### config.mk
export PLATFORM = sky130hd
export DESIGN_NAME = fp_add_arbiter
export DESIGN_NICKNAME = d
export VERILOG_FILES = /design/src/rtl/fp_add_arbiter.sv
export SDC_FILE = /design/constraint.sdc
export NUM_CORES = 1
export LEC_CHECK = 0
export BUFFER_PORTS_ARGS = -buffer_cell sky130_fd_sc_hd__clkbuf_2
export CORE_ASPECT_RATIO = 1.4
export CORE_UTILIZATION = 40
export DETAILED_ROUTE_END_ITERATION = 12
export PLACE_DENSITY = 0.66
export SLEW_MARGIN = 20
export SYNTH_ARGS = -nofsm -noshare
export SYNTH_HDL_FRONTEND = slang
export SYNTH_SLANG_ARGS = --single-unit
### constraint.sdc
create_clock -name clk -period 19.7 [get_ports clk]
set_input_delay 1.97 -clock clk [delete_from_list [all_inputs] [get_ports clk]]
set_output_delay 1.97 -clock clk [all_outputs]
set_load 0.005 [all_outputs]
### src/rtl/fp_add_arbiter.sv
// Round-robin arbiter sharing one combinational single-precision adder between two requesters.
// Operands and result are registered around the adder; each requester has its own response channel.

module fp_add_unit #(
  parameter int DATA_WIDTH = 32
) (
  input  logic [DATA_WIDTH-1:0] a,
  input  logic [DATA_WIDTH-1:0] b,
  input  logic                  symbol,
  output logic [DATA_WIDTH-1:0] out
);

  function automatic logic [4:0] lzc27(input logic [26:0] v);
    logic [4:0] n;
    n = 5'd27;
    for (int i = 0; i < 27; i++) if (v[i]) n = 5'(26 - i);
    return n;
  endfunction

  logic        sb, eff_add, swap, s_big;
  logic        a_nan, b_nan, a_inf, b_inf;
  logic [30:0] mag_big, mag_small;
  logic [9:0]  e_big, e_small, e_eff, sh, exp_out;
  logic [23:0] m_big, m_small;
  logic [7:0]  diff;
  logic [26:0] small_ext, aligned, norm;
  logic        sticky, round_up, hidden;
  logic [27:0] sum;
  logic [4:0]  lz;
  logic [24:0] rnd;
  logic [22:0] frac;

  always_comb begin
    sb      = b[31] ^ symbol;
    eff_add = (a[31] == sb);
    a_nan   = (&a[30:23]) & (|a[22:0]);
    b_nan   = (&b[30:23]) & (|b[22:0]);
    a_inf   = (&a[30:23]) & ~(|a[22:0]);
    b_inf   = (&b[30:23]) & ~(|b[22:0]);

    swap      = b[30:0] > a[30:0];
    mag_big   = swap ? b[30:0] : a[30:0];
    mag_small = swap ? a[30:0] : b[30:0];
    s_big     = swap ? sb : a[31];

    // Subnormals use exponent 1 with no hidden bit.
    e_big   = (mag_big[30:23] == 8'd0) ? 10'd1 : {2'b00, mag_big[30:23]};
    e_small = (mag_small[30:23] == 8'd0) ? 10'd1 : {2'b00, mag_small[30:23]};
    m_big   = {|mag_big[30:23], mag_big[22:0]};
    m_small = {|mag_small[30:23], mag_small[22:0]};
    diff    = 8'(e_big - e_small);

    small_ext = {m_small, 3'b000};
    if (diff >= 8'd27) begin
      aligned = '0;
      sticky  = |m_small;
    end else begin
      aligned = small_ext >> diff;
      sticky  = |(small_ext & ((27'd1 << diff) - 27'd1));
    end
    aligned[0] = aligned[0] | sticky;

    sum = eff_add ? ({1'b0, m_big, 3'b000} + {1'b0, aligned})
                  : ({1'b0, m_big, 3'b000} - {1'b0, aligned});

    // Left shift is limited so the result can land in the subnormal range.
    lz = lzc27(sum[26:0]);
    sh = ({5'b0, lz} < e_big) ? {5'b0, lz} : e_big - 10'd1;
    if (sum[27]) begin
      norm  = {sum[27:2], sum[1] | sum[0]};
      e_eff = e_big + 10'd1;
    end else begin
      norm  = sum[26:0] << sh;
      e_eff = e_big - sh;
    end

    round_up = norm[2] & (norm[1] | norm[0] | norm[3]);
    rnd      = {1'b0, norm[26:3]} + {24'd0, round_up};
    if (rnd[24]) begin
      e_eff  = e_eff + 10'd1;
      frac   = rnd[23:1];
      hidden = 1'b1;
    end else begin
      frac   = rnd[22:0];
      hidden = rnd[23];
    end
    exp_out = hidden ? e_eff : 10'd0;

    if (a_nan | b_nan | (a_inf & b_inf & ~eff_add))
      out = 32'h7FC0_0000;
    else if (a_inf)
      out = a;
    else if (b_inf)
      out = {sb, b[30:0]};
    else if (sum == 28'd0)
      out = {eff_add & a[31], 31'd0};
    else if (exp_out >= 10'd255)
      out = {s_big, 8'hFF, 23'd0};
    else
      out = {s_big, exp_out[7:0], frac};
  end

endmodule

// state | meaning
// IDLE  | arbitrate; pulse ready to the winner and capture its operands
// EXEC  | adder works on the op registers; result captured on exit
// RESP  | result offered on the winner's channel until it is consumed
module fp_add_arbiter #(
  parameter int DATA_WIDTH = 32
) (
  input  logic                  clk,
  input  logic                  rst,
  input  logic                  req0_valid,
  output logic                  req0_ready,
  input  logic [DATA_WIDTH-1:0] req0_a,
  input  logic [DATA_WIDTH-1:0] req0_b,
  input  logic                  req0_symbol,
  output logic                  rsp0_valid,
  input  logic                  rsp0_ready,
  output logic [DATA_WIDTH-1:0] rsp0_out,
  input  logic                  req1_valid,
  output logic                  req1_ready,
  input  logic [DATA_WIDTH-1:0] req1_a,
  input  logic [DATA_WIDTH-1:0] req1_b,
  input  logic                  req1_symbol,
  output logic                  rsp1_valid,
  input  logic                  rsp1_ready,
  output logic [DATA_WIDTH-1:0] rsp1_out,
  output logic                  busy
);

  typedef enum logic [1:0] {IDLE, EXEC, RESP} state_t;

  state_t                state_q, state_d;
  logic                  last_grant_q, last_grant_d;
  logic                  grant_id_q, grant_id_d;
  logic [DATA_WIDTH-1:0] op_a_q, op_a_d, op_b_q, op_b_d;
  logic                  op_sym_q, op_sym_d;
  logic [DATA_WIDTH-1:0] result_q, result_d;
  logic [DATA_WIDTH-1:0] add_out;
  logic                  grant0, grant1;

  fp_add_unit #(.DATA_WIDTH(DATA_WIDTH)) u_add (
    .a      (op_a_q),
    .b      (op_b_q),
    .symbol (op_sym_q),
    .out    (add_out)
  );

  always_comb begin
    state_d      = state_q;
    last_grant_d = last_grant_q;
    grant_id_d   = grant_id_q;
    op_a_d       = op_a_q;
    op_b_d       = op_b_q;
    op_sym_d     = op_sym_q;
    result_d     = result_q;
    grant0       = 1'b0;
    grant1       = 1'b0;
    case (state_q)
      IDLE: begin
        grant0 = req0_valid & (~req1_valid | last_grant_q);
        grant1 = req1_valid & (~req0_valid | ~last_grant_q);
        if (grant0 | grant1) begin
          op_a_d       = grant1 ? req1_a : req0_a;
          op_b_d       = grant1 ? req1_b : req0_b;
          op_sym_d     = grant1 ? req1_symbol : req0_symbol;
          grant_id_d   = grant1;
          last_grant_d = grant1;
          state_d      = EXEC;
        end
      end
      EXEC: begin
        result_d = add_out;
        state_d  = RESP;
      end
      RESP: begin
        if (grant_id_q ? rsp1_ready : rsp0_ready) state_d = IDLE;
      end
      default: state_d = IDLE;
    endcase
  end

  always_ff @(posedge clk or posedge rst) begin
    if (rst) begin
      state_q      <= IDLE;
      last_grant_q <= 1'b1;
      grant_id_q   <= 1'b0;
      op_a_q       <= '0;
      op_b_q       <= '0;
      op_sym_q     <= 1'b0;
      result_q     <= '0;
    end else begin
      state_q      <= state_d;
      last_grant_q <= last_grant_d;
      grant_id_q   <= grant_id_d;
      op_a_q       <= op_a_d;
      op_b_q       <= op_b_d;
      op_sym_q     <= op_sym_d;
      result_q     <= result_d;
    end
  end

  // Ready is gated by rst so every output is low while reset is held.
  assign req0_ready = grant0 & ~rst;
  assign req1_ready = grant1 & ~rst;
  assign rsp0_valid = (state_q == RESP) & ~grant_id_q;
  assign rsp1_valid = (state_q == RESP) & grant_id_q;
  assign rsp0_out   = grant_id_q ? '0 : result_q;
  assign rsp1_out   = grant_id_q ? result_q : '0;
  assign busy       = (state_q != IDLE);

endmodule
## Word-level counts from Yosys, hierarchy flattened

Index checks and enable logic that the tools add are counted.

| operators by class | value |
|---|---|
| equal/unequal tests | 5 |
| $lt $le $gt $ge | 4 |
| shift-type cells | 3 |
| muxes and demuxes | 58 |
| bitwise logic cells | 33 |
| reduce and logical (&&, ||, !) cells | 15 |
| $add $sub $neg | 9 |

Operators by type and width:

| kind | number |
|---|---|
| $mux 32 | 8 |
| $mux 31 | 3 |
| $mux 5 | 16 |
| $mux 27 | 2 |
| $reduce_or 23->1 | 2 |
| $mux 10 | 4 |
| $mux 4 | 8 |
| $gt 31x31->1 | 1 |
| $reduce_or 31->1 | 1 |
| $add 27x27->28 | 1 |
| $logic_not 28->1 | 1 |
| $mux 28 | 1 |
| $sub 27x27->28 | 1 |
| $and 27x27->27 | 1 |
| $reduce_or 27->1 | 1 |
| $shl 1x8->27 const A | 1 |
| $shl 27x10->27 | 1 |
| $shr 27x8->27 | 1 |
| $sub 27x1->27 const B | 1 |
| $add 24x1->25 | 1 |
| $mux 23 | 1 |
| $add 10x1->10 const B | 2 |
| $logic_not 8->1 | 2 |
| $mux 8 | 2 |
| 22 further kinds | 64 |

| storage, ports and cells | value |
|---|---|
| word-level logic and storage cells | 134 |
| input bits | 136 |
| register bits | 101 |
| output and inout port bits | 69 |

## Logic depth before layout (Yosys ltp)

Gate-level depths: netlist of run 1.

| depth | value |
|---|---|
| depth in word-level cells | 56 |
| gate-level depth with buffers | 82 |
| depth with buffers taken out | 72 |

## Modules after synthesis

A second synthesis of run 1 with hierarchy kept.

| unflattened totals | value |
|---|---|
| cells, all modules | 2499 |
| area total of the unflattened synthesis | 18639.1 um^2 |

Modules (own cells, without submodules):

| module | times used | area each (um^2) | cells each |
|---|---|---|---|
| fp_add_unit | 1 | 13452.9 | 2128 |
| fp_add_arbiter | 1 | 5186.2 | 371 |

## Worst setup path after synthesis of run 1

OpenSTA, ideal clock, no wires.

| timing | value |
|---|---|
| path kind | reg-to-reg |
| from | reg op_a_q[6] |
| to | reg result_q[11] |
| path slack | 4680 ps |
| clock period less this slack | 15020 ps |
| library setup time | 92 ps |
| stages on the path, launching flop included | 77 |
| data arrival time | 14928 ps |
| cell sequence | dfrtp_1 inv_1 ha_1 a22o_1 o41a_1 o31a_4 nor2_4 buf_8 buf_12 buf_4 inv_1 buf_2 o21ai_1 clkinv_1 and3_1 and2_1 nand2_1 and2_1 (+41 left out) buf_6 mux2_4 inv_4 buf_2 buf_2 ha_1 or2_2 o311a_1 o21a_1 o21a_1 or4_1 and3_1 a21oi_1 nand4_2 a31oi_2 nand3_2 buf_6 o31ai_2 |

| on the way | value |
|---|---|
| word-level cells in the longest chain between the ends | 56 |
| elaborated cells on any way between the ends | 83 |
| classes of those cells | add/sub (9); order compare (4); shift (3); mux (46); bitwise (13); reduce/logical (8) |

RTL lines:

| item | line | RTL |
|---|---|---|
| from (decl) | 138 | `logic [DATA_WIDTH-1:0] op_a_q, op_a_d, op_b_q, op_b_d;` |
| from (signal assigned) | 198 | `op_a_q <= op_a_d;` |
| $gt 31x31->1 | 41 | `swap = b[30:0] > a[30:0];` |
| $mux 31, on equally long branches | 42, 43 |  |
| $logic_not 8->1, on equally long branches | 47, 48 |  |
| $mux 8, on equally long branches | 47, 48 |  |
| $sub 8x8->8 | 51 | `diff = 8'(e_big - e_small);` |
| $shl 1x8->27 | 59 | `sticky = \|(small_ext & ((27'd1 << diff) - 27'd1));` |
| $sub 27x1->27 | 59 |  |
| $and 27x27->27 | 59 |  |
| (+40 left out) | - |  |
| $mux 10 / $mux 1 (equally long branches) | 79 | `if (rnd[24]) begin` |
| $mux 10 | 87 | `exp_out = hidden ? e_eff : 10'd0;` |
| $ge 10x8->1 | 97 | `else if (exp_out >= 10'd255)` |
| $mux 31 | 97 |  |
| $mux 32 | 95 | `else if (sum == 28'd0)` |
| $mux 32 | 93 | `else if (b_inf)` |
| $mux 32 | 91 | `else if (a_inf)` |
| $mux 32 * | 89 | `if (a_nan \| b_nan \| (a_inf & b_inf & ~eff_add))` |
| to (signal assigned) | 201 | `result_q <= result_d;` |
| to (decl) | 140 | `logic [DATA_WIDTH-1:0] result_q, result_d;` |

Mark *: on every way between the ends. The rest lies on a longest branch, timed or not.
A chain may end at the register's enable or synchronous reset.

## Final worst setup path of run 1

| timing | value |
|---|---|
| from | reg op_a_q[30] |
| to | reg result_q[9] |

Same word-level chain as after synthesis.

==> impl_metrics.json, run 1 <==
{
  "status": "finished, final reports clean",
  "setup_violations": 0,
  "cts_buffers": 9,
  "start_util_pct": 40.45,
  "grt_max_degree": 102,
  "die_x_um": 176.4,
  "cp_slowest_cell": "nor4_1",
  "dp_slack_ps": 1333,
  "avgViaCountPerCell": 6.335,
  "setup_ws_ps": 939.2,
  "post_synth_fa_ha_maj_area_fraction_pct": 7.878,
  "ios": 205,
  "tns_ps": 0,
  "postCtsSetupBuffers": 0,
  "synthFlopType": "dfrtp_1",
  "synth_cells": 2335,
  "synth-compound-area-share_pct": 30.68,
  "max_freq_mhz": 53.30,
  "grt.total_usage_pct": 32.19,
  "dr.pass1.iters": 6,
  "final_nets": 2697,
  "postRouteAntennaNets": 0,
  "post-route-drc-count": 0,
  "synth_fp_nets": 2577,
  "timing.hold.ws_ps": 495.7,
  "nFillCells": 4424,
  "maxCapViolations": 0,
  "synthMuxAreaShare_pct": 10.49,
  "synthSimpleGateAreaFrac_pct": 26.13,
  "hold_class": "flop to flop",
  "clkTransAtPathRegs_ps": 80,
  "syn_area_per_cell_um2": 7.291,
  "cts_max_level": 3,
  "synthDistinctLibCells": 118,
  "syn2layout_area_growth_pct": 10.04,
  "gp_congestion": 1.061,
  "critical-path-max-stage-delay_ps": 670,
  "synth.cell_area_mm2": 0.01703,
  "ys_ff_latch": 101,
  "crit_type": "flop to flop",
  "die_area_mm2": 0.04340,
  "skew_ps": 9.533,
  "clock_sinks": 101,
  "fin_cells": 3006,
  "drv_slew": 0,
  "drive_gt1_share_pct": 16.22,
  "slew_headroom_pct": 18.68,
  "tightestPinTransition_ps": 1207,
  "ys.warnings.count": 0,
  "antenna_found_initial": 0,
  "synth-edff-count": 0,
  "place_inst": 2990,
  "path_max_fanout": 25,
  "ys_seq_area_share_pct": 14.85,
  "dp.final_hpwl_mm": 58.46,
  "clock_latency_ps": 360,
  "rsz0062_at_grt": "false",
  "hold_violations": 0,
  "crit_path_end_kind": "flop",
  "drt_iter0_drc": 1667,
  "reg2reg_slack_ps": 940,
  "dieHeight_um": 246.1,
  "clockBufferDepth": 2,
  "routed_wl_mm": 71.91,
  "cp.arrival_ps": 19020,
  "vias": 19040,
  "grt_pass1_wl_mm": 106.5,
  "routedWlPerCell_um": 23.92,
  "port_buffers": 204,
  "cpMostUsedCell": "a21oi_1",
  "fp-row-count": 89,
  "overflow": 0,
  "period_share_pct": 95.23,
  "required_ps": 19960,
  "cp-start-kind": "flop",
  "synth-xor-area-share_pct": 3.292,
  "diodes": 0,
  "core_area_mm2": 0.04209,
  "async_flop_share_pct": 100.0,
  "fin_crit_ps": 18760,
  "grt_pass1_vias": 17880,
  "synth_top_family_by_area": "compound AO/OA/AOI/OAI gates",
  "clk_root_buffer_cell": "clkbuf_16",
  "cts_tree": "yes"
}
registers in the layout, indices dropped and copies added, names as in the netlist:
| signal | cells |
|---|---|
| last_grant_q | 1 |
| state_q | 2 |
| grant_id_q | 1 |
| result_q | 32 |
| op_a_q | 32 |
| op_b_q | 32 |
| op_sym_q | 1 |
synth_stat cells (32+ instances only):
| master | count | area share [%] |
|---|---|---|
| a211oi_1 | 33 | 1.5 |
| a21o_1 | 32 | 1.4 |
| a21oi_1 | 244 | 7.2 |
| and2_1 | 54 | 2.0 |
| clkbuf_1 | 89 | 2.0 |
| dfrtp_1 | 100 | 15 |
| ha_1 | 104 | 7.6 |
| inv_1 | 121 | 2.7 |
| mux2i_1 | 120 | 7.1 |
| nand2_1 | 187 | 4.1 |
| nand3_1 | 61 | 1.8 |
| nand4_1 | 33 | 1.2 |
| nor2_1 | 252 | 5.6 |
| nor2b_1 | 41 | 1.5 |
| nor3_1 | 80 | 2.4 |
| nor4_1 | 37 | 1.4 |
| o21ai_0 | 123 | 3.6 |
| xnor2_1 | 45 | 2.3 |
worst max-delay path: cells and delay by family (launching register included):
family	cells	cell delay, ps
simple gates	25	6720
fa+ha+maj	5	1870
compound gates	26	7900
buf+inv	4	980
mux	1	310
xor+xnor	1	320
flops	1	490
repair_timing:
item / CTS / global route
hold buffers: 0 / 0
endpoints found under the setup margin: 0 / 23
gates resized for setup: 0 / 2
through the flow:
step / utilization (%) / cell area, um2
floorplan: - / 17030
global placement: 43.77 / 18430
detailed placement: 43.77 / 18430
CTS: 44.48 / 18720
global route: 44.51 / 18730
finish: 44.51 / 18730
worst paths after layout:
path,endpoint,from,cells past startpoint
max,result_q[9],op_a_q[30],62
min,result_q[0],result_q[0],2
max reg2reg,result_q[9],op_a_q[30],62
min reg2reg,result_q[0],result_q[0],2
max in group asynchronous,op_b_q[8],rst,3
min in group asynchronous,result_q[25],rst,2
layout by cell type, fill, tap and decap left out, types with 37 or more instances in the layout:
cell      count
mux2i_1     120
clkbuf_2    204
inv_1       120
and2_1       54
nor3_1       80
o21ai_0     121
xnor2_1      44
a21oi_1     243
dfrtp_1     100
ha_1        103
nor2_1      251
nor4_1       37
buf_4        38
nor2b_1      41
nand2_1     187
nand3_1      61
cell type report:
class | instances | area, um2 | share of cell area (%)
sequential | 101 | 2529 | 13.50
multi-input combinational | 1971 | 13430 | 71.66
timing repair buffer | 242 | 1306 | 6.973
tap | 546 | 683.2 | 3.647
inverter | 130 | 493.0 | 2.631
clock inverter | 6 | 68.82 | 0.3673
clock buffer | 10 | 229.0 | 1.222
layer usage:
metal,global-route usage [%],part of all wire [%],vias up
li1,-,-,8955
met1,32.96,35,9038
met2,58.00,50,794
met3,3.812,4.8,255
met4,27.31,9.5,0
met5,0,0,-
cell families after synthesis:
kind of cell	after synthesis
DFF	101
and+or+nand+nor	885
xor gates and xnor gates	64
buffers and inverters	263
muxes	156
AOI/OAI and AO/OA	760
adders and majority gates	106
Power of run 1 is not shown: default switching activity piles up to over one toggle a cycle in this logic, so the estimate is an artifact.
==> inputs of run 2 (changes only) <==
--- a/config.mk
+++ b/config.mk
@@ -7,9 +7,9 @@
 export LEC_CHECK = 0
 export BUFFER_PORTS_ARGS = -buffer_cell sky130_fd_sc_hd__clkbuf_2
 export CORE_ASPECT_RATIO = 1.4
-export CORE_UTILIZATION = 40
+export CORE_UTILIZATION = 50
 export DETAILED_ROUTE_END_ITERATION = 12
-export PLACE_DENSITY = 0.66
+export PLACE_DENSITY = 0.78
 export SLEW_MARGIN = 20
 export SYNTH_ARGS = -nofsm -noshare
 export SYNTH_HDL_FRONTEND = slang
==> constraint.sdc (replaced) <==
create_clock -name clk -period 19.7 [get_ports clk]
set_input_delay 3.94 -clock clk [delete_from_list [all_inputs] [get_ports clk]]
set_output_delay 3.94 -clock clk [all_outputs]
set_load 0.005 [all_outputs]
==> impl_metrics.json, run 2 (synthesized netlist as in run 1, its figures left out) <==
{
  "die_area_mm2": 0.03480,
  "syn2layout_area_growth_pct": 9.708,
  "cp.arrival_ps": 18970,
  "cpMostUsedCell": "a21oi_1",
  "hold_class": "flop to flop",
  "die_x_um": 158.0,
  "clock_sinks": 101,
  "clock_latency_ps": 370,
  "clk_root_buffer_cell": "clkbuf_16",
  "hold_violations": 0,
  "required_ps": 19960,
  "routed_wl_mm": 77.31,
  "cp_num_buf_inv": 6,
  "rsz0062_at_grt": "false",
  "tightestPinTransition_ps": 1228,
  "maxCapViolations": 0,
  "post-route-drc-count": 0,
  "final_common_cell": "nor2_1",
  "cp_slowest_cell": "a21oi_1",
  "avgViaCountPerCell": 6.850,
  "path_max_fanout": 25,
  "skew_ps": 10.88,
  "core_area_mm2": 0.03341,
  "crit_path_end_kind": "flop",
  "clockBufferDepth": 2,
  "diodes": 0,
  "postRouteAntennaNets": 0,
  "setup_violations": 0,
  "start_util_pct": 50.96,
  "cts_hold_buf": 0,
  "post_cts_resize_count": 0,
  "grt_max_degree": 93,
  "cp-start-kind": "flop",
  "slew_headroom_pct": 17.25,
  "tns_ps": 0,
  "period_share_pct": 94.98,
  "clkTransAtPathRegs_ps": 80,
  "crit_type": "flop to flop",
  "cts_max_level": 3,
  "postCtsSetupBuffers": 0,
  "cts_tree": "yes",
  "vias": 19920,
  "drt_iter0_drc": 1864,
  "antenna_found_initial": 0,
  "fp-row-count": 79,
  "drv_slew": 0,
  "critPathTopFamily": "compound AO/OA/AOI/OAI gates",
  "status": "finished, final reports clean",
  "grt_pass1_wl_mm": 113.7,
  "max_freq_mhz": 53.44,
  "port_buffers": 204,
  "fin_crit_ps": 18710,
  "gp_congestion": 1.105,
  "cts_buffers": 9,
  "grt_pass1_vias": 18740,
  "dp.final_hpwl_mm": 59.42,
  "overflow": 0,
  "routedWlPerCell_um": 26.59,
  "drive_gt1_share_pct": 16.69,
  "dieHeight_um": 220.3,
  "final_nets": 2700,
  "grt.total_usage_pct": 44.01,
  "ios": 205,
  "final_cell_mix": "nor2_1 (250), a21oi_1 (243), clkbuf_2 (204)",
  "dr.pass1.iters": 7,
  "critical-path-max-stage-delay_ps": 950,
  "largest_registers": "op_a_q x32, op_b_q x32, result_q x32"
}
-- run 2: changes by cell type in the layout (fill, tap and decap cells not counted), moves of 2 or more --
cell,change
o21ai_1,+2
a21o_1,-2
clkinv_4,+2
inv_6,-2
buf_4,+2
-- run 2: path summary, 6_finish.rpt --
kind                       cells past startpoint   startpoint  slack [ps]      endpoint
min in group asynchronous                      2          rst        3670     op_b_q[0]
max in group asynchronous                      3          rst       14920  result_q[10]
setup reg to reg                              60   op_a_q[14]         990  result_q[21]
setup / recovery                              60   op_a_q[14]         990  result_q[21]
hold reg to reg                                2  result_q[3]         500   result_q[3]
hold / removal                                 2  result_q[3]         500   result_q[3]
-- run 2: cell type report --
| cell class | instances | area, um2 |
|---|---|---|
| clock inverter | 7 | 68.82 |
| sequential | 101 | 2529 |
| inverter | 130 | 493.0 |
| multi-input combinational | 1972 | 13480 |
| clock buffer | 9 | 225.2 |
| tap | 445 | 556.8 |
| fill | 3245 | 14730 |
| timing repair buffer | 244 | 1321 |
-- run 2: tightest hold or removal path, delay by kind of cell, from the launching register on --
kind	cells	cell delay, ps
compound gates	1	60
simple gates	1	50
flops	1	350
-- run 2: layer usage --
layer / GRT usage [%] / part of all wire (%) / routed length [um]
met1: 43.82 / 33 / 25190
met2: 74.35 / 47 / 36370
met3: 11.87 / 9.0 / 6976
met4: 40.71 / 11 / 8773
met5: 0 / 0 / 0
-- run 2: metrics by stage --
stage	hold WS (ps)	std cells	setup WS [ps]	instance area, um2	utilization [%]
after floorplan	455.1	2335	4680	17030	-
after global placement	478.6	2890	1196	18300	54.78
after detailed placement	486.0	2890	870.4	18300	54.78
after CTS	502.4	2906	861.7	18600	55.66
after global routing	540.3	2908	38.78	18680	55.91
final	498.5	2908	988.3	18680	55.91
Power of run 2 is left out for the same reason.
